[src/rtl/uart_rx_receiver.sv]
// 8-N-1 UART receiver: 2-flop input synchronizer, mid-bit sampling FSM,
// parallel byte output with valid/ack handshake, sticky framing/overrun flags.
module uart_rx_receiver #(
    parameter int unsigned CLKS_PER_BIT = 10416,
    parameter int unsigned DATA_BITS    = 8
) (
    input  logic                 clk,
    input  logic                 reset,
    input  logic                 rx_in,
    input  logic                 rx_ack,
    output logic [DATA_BITS-1:0] rx_data,
    output logic                 rx_valid,
    output logic                 frame_err,
    output logic                 overrun,
    output logic                 busy
);

    localparam int unsigned CNT_W = $clog2(CLKS_PER_BIT);
    localparam int unsigned BIT_W = (DATA_BITS > 1) ? $clog2(DATA_BITS) : 1;
    localparam logic [CNT_W-1:0] CNT_LAST = CNT_W'(CLKS_PER_BIT - 1);
    localparam logic [CNT_W-1:0] CNT_MID  = CNT_W'(CLKS_PER_BIT / 2 - 1);
    localparam logic [BIT_W-1:0] BIT_LAST = BIT_W'(DATA_BITS - 1);

    typedef enum logic [1:0] {IDLE, START, DATA, STOP} state_t;

    state_t                 r_state;
    state_t                 w_next_state;
    logic                   r_sync1;
    logic                   r_sync2;
    logic                   w_rx_s;
    logic [CNT_W-1:0]       r_cnt;
    logic [BIT_W-1:0]       r_bit_idx;
    logic [DATA_BITS-1:0]   r_shift;
    logic [DATA_BITS-1:0]   r_data;
    logic                   r_valid;
    logic                   r_frame_err;
    logic                   r_overrun;
    logic                   r_busy;
    logic                   w_start_ok;
    logic                   w_data_sample;
    logic                   w_stop_sample;

    assign w_rx_s = r_sync2;

    // Synchronizer resets to 1 so the line reads idle out of reset
    always_ff @(posedge clk) begin
        if (reset) begin
            r_sync1 <= 1'b1;
            r_sync2 <= 1'b1;
        end else begin
            r_sync1 <= rx_in;
            r_sync2 <= r_sync1;
        end
    end

    always_ff @(posedge clk) begin
        if (reset) r_state <= IDLE;
        else       r_state <= w_next_state;
    end

    always_comb begin
        w_next_state  = r_state;
        w_start_ok    = 1'b0;
        w_data_sample = 1'b0;
        w_stop_sample = 1'b0;
        case (r_state)
            IDLE: begin
                if (!w_rx_s) w_next_state = START;
            end
            START: begin
                // A start bit that is high again at its midpoint is a glitch
                if (r_cnt == CNT_MID) begin
                    if (w_rx_s) begin
                        w_next_state = IDLE;
                    end else begin
                        w_next_state = DATA;
                        w_start_ok   = 1'b1;
                    end
                end
            end
            DATA: begin
                if (r_cnt == CNT_LAST) begin
                    w_data_sample = 1'b1;
                    if (r_bit_idx == BIT_LAST) w_next_state = STOP;
                end
            end
            STOP: begin
                if (r_cnt == CNT_LAST) begin
                    w_stop_sample = 1'b1;
                    w_next_state  = IDLE;
                end
            end
            default: w_next_state = IDLE;
        endcase
    end

    // Baud counter: held at 0 in IDLE, cleared on every state change
    always_ff @(posedge clk) begin
        if (reset) begin
            r_cnt <= '0;
        end else if ((w_next_state != r_state) || (r_state == IDLE)) begin
            r_cnt <= '0;
        end else if (r_cnt == CNT_LAST) begin
            r_cnt <= '0;
        end else begin
            r_cnt <= r_cnt + CNT_W'(1);
        end
    end

    always_ff @(posedge clk) begin
        if (reset) begin
            r_bit_idx <= '0;
            r_shift   <= '0;
        end else begin
            if (w_start_ok) begin
                r_bit_idx <= '0;
            end else if (w_data_sample) begin
                r_bit_idx <= (r_bit_idx == BIT_LAST) ? '0 : r_bit_idx + BIT_W'(1);
            end
            if (w_data_sample) r_shift <= {w_rx_s, r_shift[DATA_BITS-1:1]};
        end
    end

    // Byte delivery and handshake; a new event on the stop sample wins over ack
    always_ff @(posedge clk) begin
        if (reset) begin
            r_data      <= '0;
            r_valid     <= 1'b0;
            r_frame_err <= 1'b0;
            r_overrun   <= 1'b0;
            r_busy      <= 1'b0;
        end else begin
            r_busy <= (w_next_state != IDLE);
            if (w_stop_sample && w_rx_s) begin
                r_data      <= r_shift;
                r_valid     <= 1'b1;
                r_frame_err <= rx_ack ? 1'b0 : r_frame_err;
                r_overrun   <= rx_ack ? 1'b0 : (r_overrun | r_valid);
            end else if (w_stop_sample) begin
                r_frame_err <= 1'b1;
                r_valid     <= rx_ack ? 1'b0 : r_valid;
                r_overrun   <= rx_ack ? 1'b0 : r_overrun;
            end else if (rx_ack) begin
                r_valid     <= 1'b0;
                r_frame_err <= 1'b0;
                r_overrun   <= 1'b0;
            end
        end
    end

    assign rx_data   = r_data;
    assign rx_valid  = r_valid;
    assign frame_err = r_frame_err;
    assign overrun   = r_overrun;
    assign busy      = r_busy;

endmodule

[config.mk]
export PLATFORM = sky130hd
export DESIGN_NAME = uart_rx_receiver
export DESIGN_NICKNAME = d
export VERILOG_FILES = /design/src/rtl/uart_rx_receiver.sv
export SDC_FILE = /design/constraint.sdc
export NUM_CORES = 1
export LEC_CHECK = 0
export CORE_UTILIZATION = 55
export DETAILED_ROUTE_END_ITERATION = 16
export GPL_TIMING_DRIVEN = 0
export PLACE_DENSITY = 0.73
export REMOVE_ABC_BUFFERS = 1
export SYNTH_ARGS = -nofsm -noshare
export SYNTH_HDL_FRONTEND = slang
export SYNTH_SLANG_ARGS = --single-unit
[constraint.sdc]
create_clock -name clk -period 2.26 [get_ports clk]
set_clock_uncertainty 0.1 [all_clocks]
set_input_delay 0.226 -clock clk [delete_from_list [all_inputs] [get_ports clk]]
set_output_delay 0.226 -clock clk [all_outputs]
set_load 0.02 [all_outputs]
==> results.py, run 1 <==
metrics = {
    "logic_synthesis": {
        "synth-edff-count": 0,
        "ys.flop_type": "dfxtp_1",
        "avgSynthCellArea_sq_um": 9.53,
        "syn_area_sq_um": 1670,
        "synthCells": 175,
        "yosysTopAreaCellShare_pct": 49.2,
        "synth-async-reset-ratio_pct": 0,
        "post-synth-top-count-cell": "dfxtp_1",
        "ys_seq_elements": 41,
        "yosysWarnings": 0,
        "yosysSeqAreaShare_pct": 49.2,
        "synth_cell_types": 34,
        "synth.area.top_cells": "dfxtp_1, mux2i_1, nor2_1, xor2_1, ha_1",
        "yosysTopAreaCell": "dfxtp_1",
        "synth_common_cells": "dfxtp_1, nor2_1, mux2i_1",
    },
    "sta": {
        "finalMaxSlewViolations": 0,
        "clock.fmax_ghz": 0.461,
        "fin_crit_sh_pct": 95.9,
        "relSlewSlack_pct": 47.6,
        "tightest_slew_ps": 783,
        "setup_viol": 0,
        "setup_ws_ps": 92.8,
        "fin_crit_ps": 2170,
        "finalHoldViolations": 0,
    },
    "floorplanning": {
        "io-pin-count": 16,
        "fp.dieH_um": 57.1,
        "dieArea_sq_um": 3260,
        "fp-row-count": 19,
        "core_area_sq_um": 2810,
        "die_w_um": 57.1,
        "start_util_pct": 59.5,
    },
    "power": {
        "seq_power_share_pct": 60.7,
        "combPwrFrac_pct": 2.3,
        "clkPwrFrac_pct": 37.1,
        "p_int_mw": 0.963,
        "ir_drop_v": 0.000494,
        "p_leak_nw": 0.867,
        "p_sw_mw": 0.239,
        "power_density_nw_per_um2": 609,
        "switching_share_pct": 19.9,
    },
    "final_layout": {
        "antenna_cells": 0,
        "fin_util_pct": 70.4,
        "final_cells": 228,
        "nets": 204,
        "drive_above_1_share_pct": 12.2,
        "design_area_sq_um": 1970,
        "synthToLayoutAreaGrowth_pct": 18.4,
    },
    "place": {
        "numPlacedInstances": 214,
        "io_buffers": 15,
        "place_area_sq_um": 1830,
        "gp_congestion": 0.808,
        "dpl_worst_slack_ps": -404,
        "dpl.hpwl_mm": 1.96,
    },
    "drt": {
        "met3WireLength_um": 100,
        "met1_length_mm": 1.36,
        "drt_iter0_markers": 47,
        "routed-via-count": 1240,
        "drtPass1Iterations": 10,
        "met2_length_mm": 1.34,
        "viasPerCell": 5.44,
        "wire_per_inst_um": 12.7,
        "top_layer_used": "met4",
        "drt_wl_total_mm": 2.89,
        "drc": 2,
        "ant_nets": 0,
    },
    "cts": {
        "ctsRootBufferMaster": "clkbuf_4",
        "clockBufferDepth": 2,
        "htreeDepth": 2,
        "cts_buffers": 5,
        "clk-insertion-delay-late_ps": 340,
        "clk_pin_slew_worst_paths_ps": 120,
        "cts.sinks": 41,
        "cts_tree": "yes",
    },
    "setup_path": {
        "critPathSlowestCell": "or4b_4",
        "worstSetupPathType": "reg2reg",
        "cp.required_ps": 2450,
        "critPathBufInv": 1,
        "r2r_setup_slack_ps": 90,
        "rr_endpoint": "r_bit_idx[1]$_SDFFE_PP0P_",
        "cp-end-kind": "flop",
        "slowest_delay_ps": 530,
        "crit_fanout": 6,
        "cp.arrival_ps": 2350,
        "cpLargestDelayFamily": "simple AND/OR/NAND/NOR gates",
        "rr_worst_depth": 6,
        "rr_startpoint": "r_cnt[6]$_SDFF_PP0_",
        "start_kind": "flop",
        "crit_chain": "or4b_4, nor4_4, buf_4, nand3b_4, or3b_4, a21oi_2",
    },
    "grt": {
        "grt_pass1_wl_mm": 4.91,
        "grt_pass1_vias": 1183,
        "grt.total_usage_pct": 19.9,
        "grt_max_degree": 26,
        "grt.overflow.total": 0,
        "antenna_found_initial": 0,
    },
    "hold_path": {
        "hold_depth": 1,
        "hold_start": "r_sync1$_SDFF_PP1_",
        "worstHoldEndpoint": "r_sync2$_SDFF_PP1_",
        "min_path_type": "reg2reg",
    },
    "run_status": {
        "violations": "design-rule violations",
        "outcome": "finished, violations left",
    },
    "flow_run": {
        "cap_violations": 0,
    },
}
-- worst max-delay path by stage --
stage	from	endpoint	slack, ps	depth (start not counted)
CTS	r_cnt[6]$_SDFF_PP0_	rx_data[6]$_SDFFE_PP0P_	20	7
global placement	r_cnt[6]$_SDFF_PP0_	overrun$_SDFFE_PP0P_	-360	5
detailed placement	r_cnt[6]$_SDFF_PP0_	overrun$_SDFFE_PP0P_	-400	5
global route	r_cnt[6]$_SDFF_PP0_	r_bit_idx[1]$_SDFFE_PP0P_	-20	6
floorplan	r_cnt[6]$_SDFF_PP0_	overrun$_SDFFE_PP0P_	-50	5
finish	r_cnt[6]$_SDFF_PP0_	r_bit_idx[1]$_SDFFE_PP0P_	90	6
-- cell type report --
| class | instances | area (sq um) |
|---|---|---|
| clock buffer | 5 | 37.5 |
| clock inverter | 2 | 35.0 |
| fill | 222 | 831 |
| inverter | 5 | 18.8 |
| multi-input combinational | 122 | 813 |
| sequential | 41 | 825 |
| tap | 31 | 38.8 |
| timing repair buffer | 22 | 206 |
-- registers in the layout (all words and copies together) (netlist names) --
register,flops
busy,1
frame_err,1
overrun,1
r_bit_idx,3
r_cnt,14
r_shift,8
r_state,2
r_sync1,1
r_sync2,1
rx_data,8
rx_valid,1
-- power groups by stage --
stage | registers (mW) | clock network, mW | logic, mW
5_1_grt | 0.730 | 0.487 | 0.0302
3_5_place_dp | 0.747 | 0 | 0.0268
3_3_place_gp | 0.746 | 0 | 0.0264
2_1_floorplan | 0.747 | 0 | 0.0109
4_1_cts | 0.730 | 0.455 | 0.0272
6_report | 0.729 | 0.445 | 0.0272
-- cells by family after synthesis --
group	Yosys count	share of synthesized area (%)
adders and majority gates	3	2.25
muxes	17	10.2
DFF	41	49.2
AOI/OAI and AO/OA	10	3.60
and+or+nand+nor	80	25.5
xor gates and xnor gates	12	6.30
buffers and inverters	12	2.93
-- timing repair --
action | 4_1_cts | 5_1_grt
gates resized for setup | 2 | 4
pin swaps | 3 | 2
endpoints found under the setup margin | 21 | 23
gates cloned | 0 | 0
setup buffers | 5 | 2
hold buffers | 0 | 0
-- worst reg2reg max path, cell delays in order (launching register included) --
cell and delay (ps):
dfxtp_4 380, or4b_4 530, nor4_4 300, buf_4 180, nand3b_4 90, or3b_4 410, a21oi_2 120
-- stage by stage --
| stage | total power [mW] | setup TNS, ps | hold WS [ps] |
|---|---|---|---|
| after CTS | 1.21 | 0 | 323 |
| after detailed placement | 0.774 | -4390 | 302 |
| after global placement | 0.773 | -3410 | 294 |
| final | 1.20 | 0 | 327 |
| after floorplan | 0.758 | -94.6 | 195 |
| after global routing | 1.25 | -83.4 | 320 |
-- per-layer routing --
metal	global-route usage (%)	up-vias
li1	-	635
met1	24.7	573
met2	30.9	20
met3	4.99	12
met4	12.9	0
met5	0	-
-- cells in the final DEF, fill, tap and decap left out, types with 5 or more instances in the layout --
cell type	Yosys	layout
xor2_1	8	8
mux2i_1	17	17
buf_4	0	6
nand2_1	9	9
clkdlybuf4s50_1	0	15
clkbuf_4	0	5
inv_1	5	5
dfxtp_1	41	40
a21oi_1	6	5
nand3_1	6	6
nor2_1	37	37
No activity file was read; power rests on OpenSTA's default activity.
==> inputs of run 2 (changes only) <==
--- a/config.mk
+++ b/config.mk
@@ -10,6 +10,7 @@
 export GPL_TIMING_DRIVEN = 0
 export PLACE_DENSITY = 0.73
 export REMOVE_ABC_BUFFERS = 1
+export SLEW_MARGIN = 20
 export SYNTH_ARGS = -nofsm -noshare
 export SYNTH_HDL_FRONTEND = slang
 export SYNTH_SLANG_ARGS = --single-unit
==> results of run 2 <==
No change in the layout: final DEF, timing and power equal those of run 1.
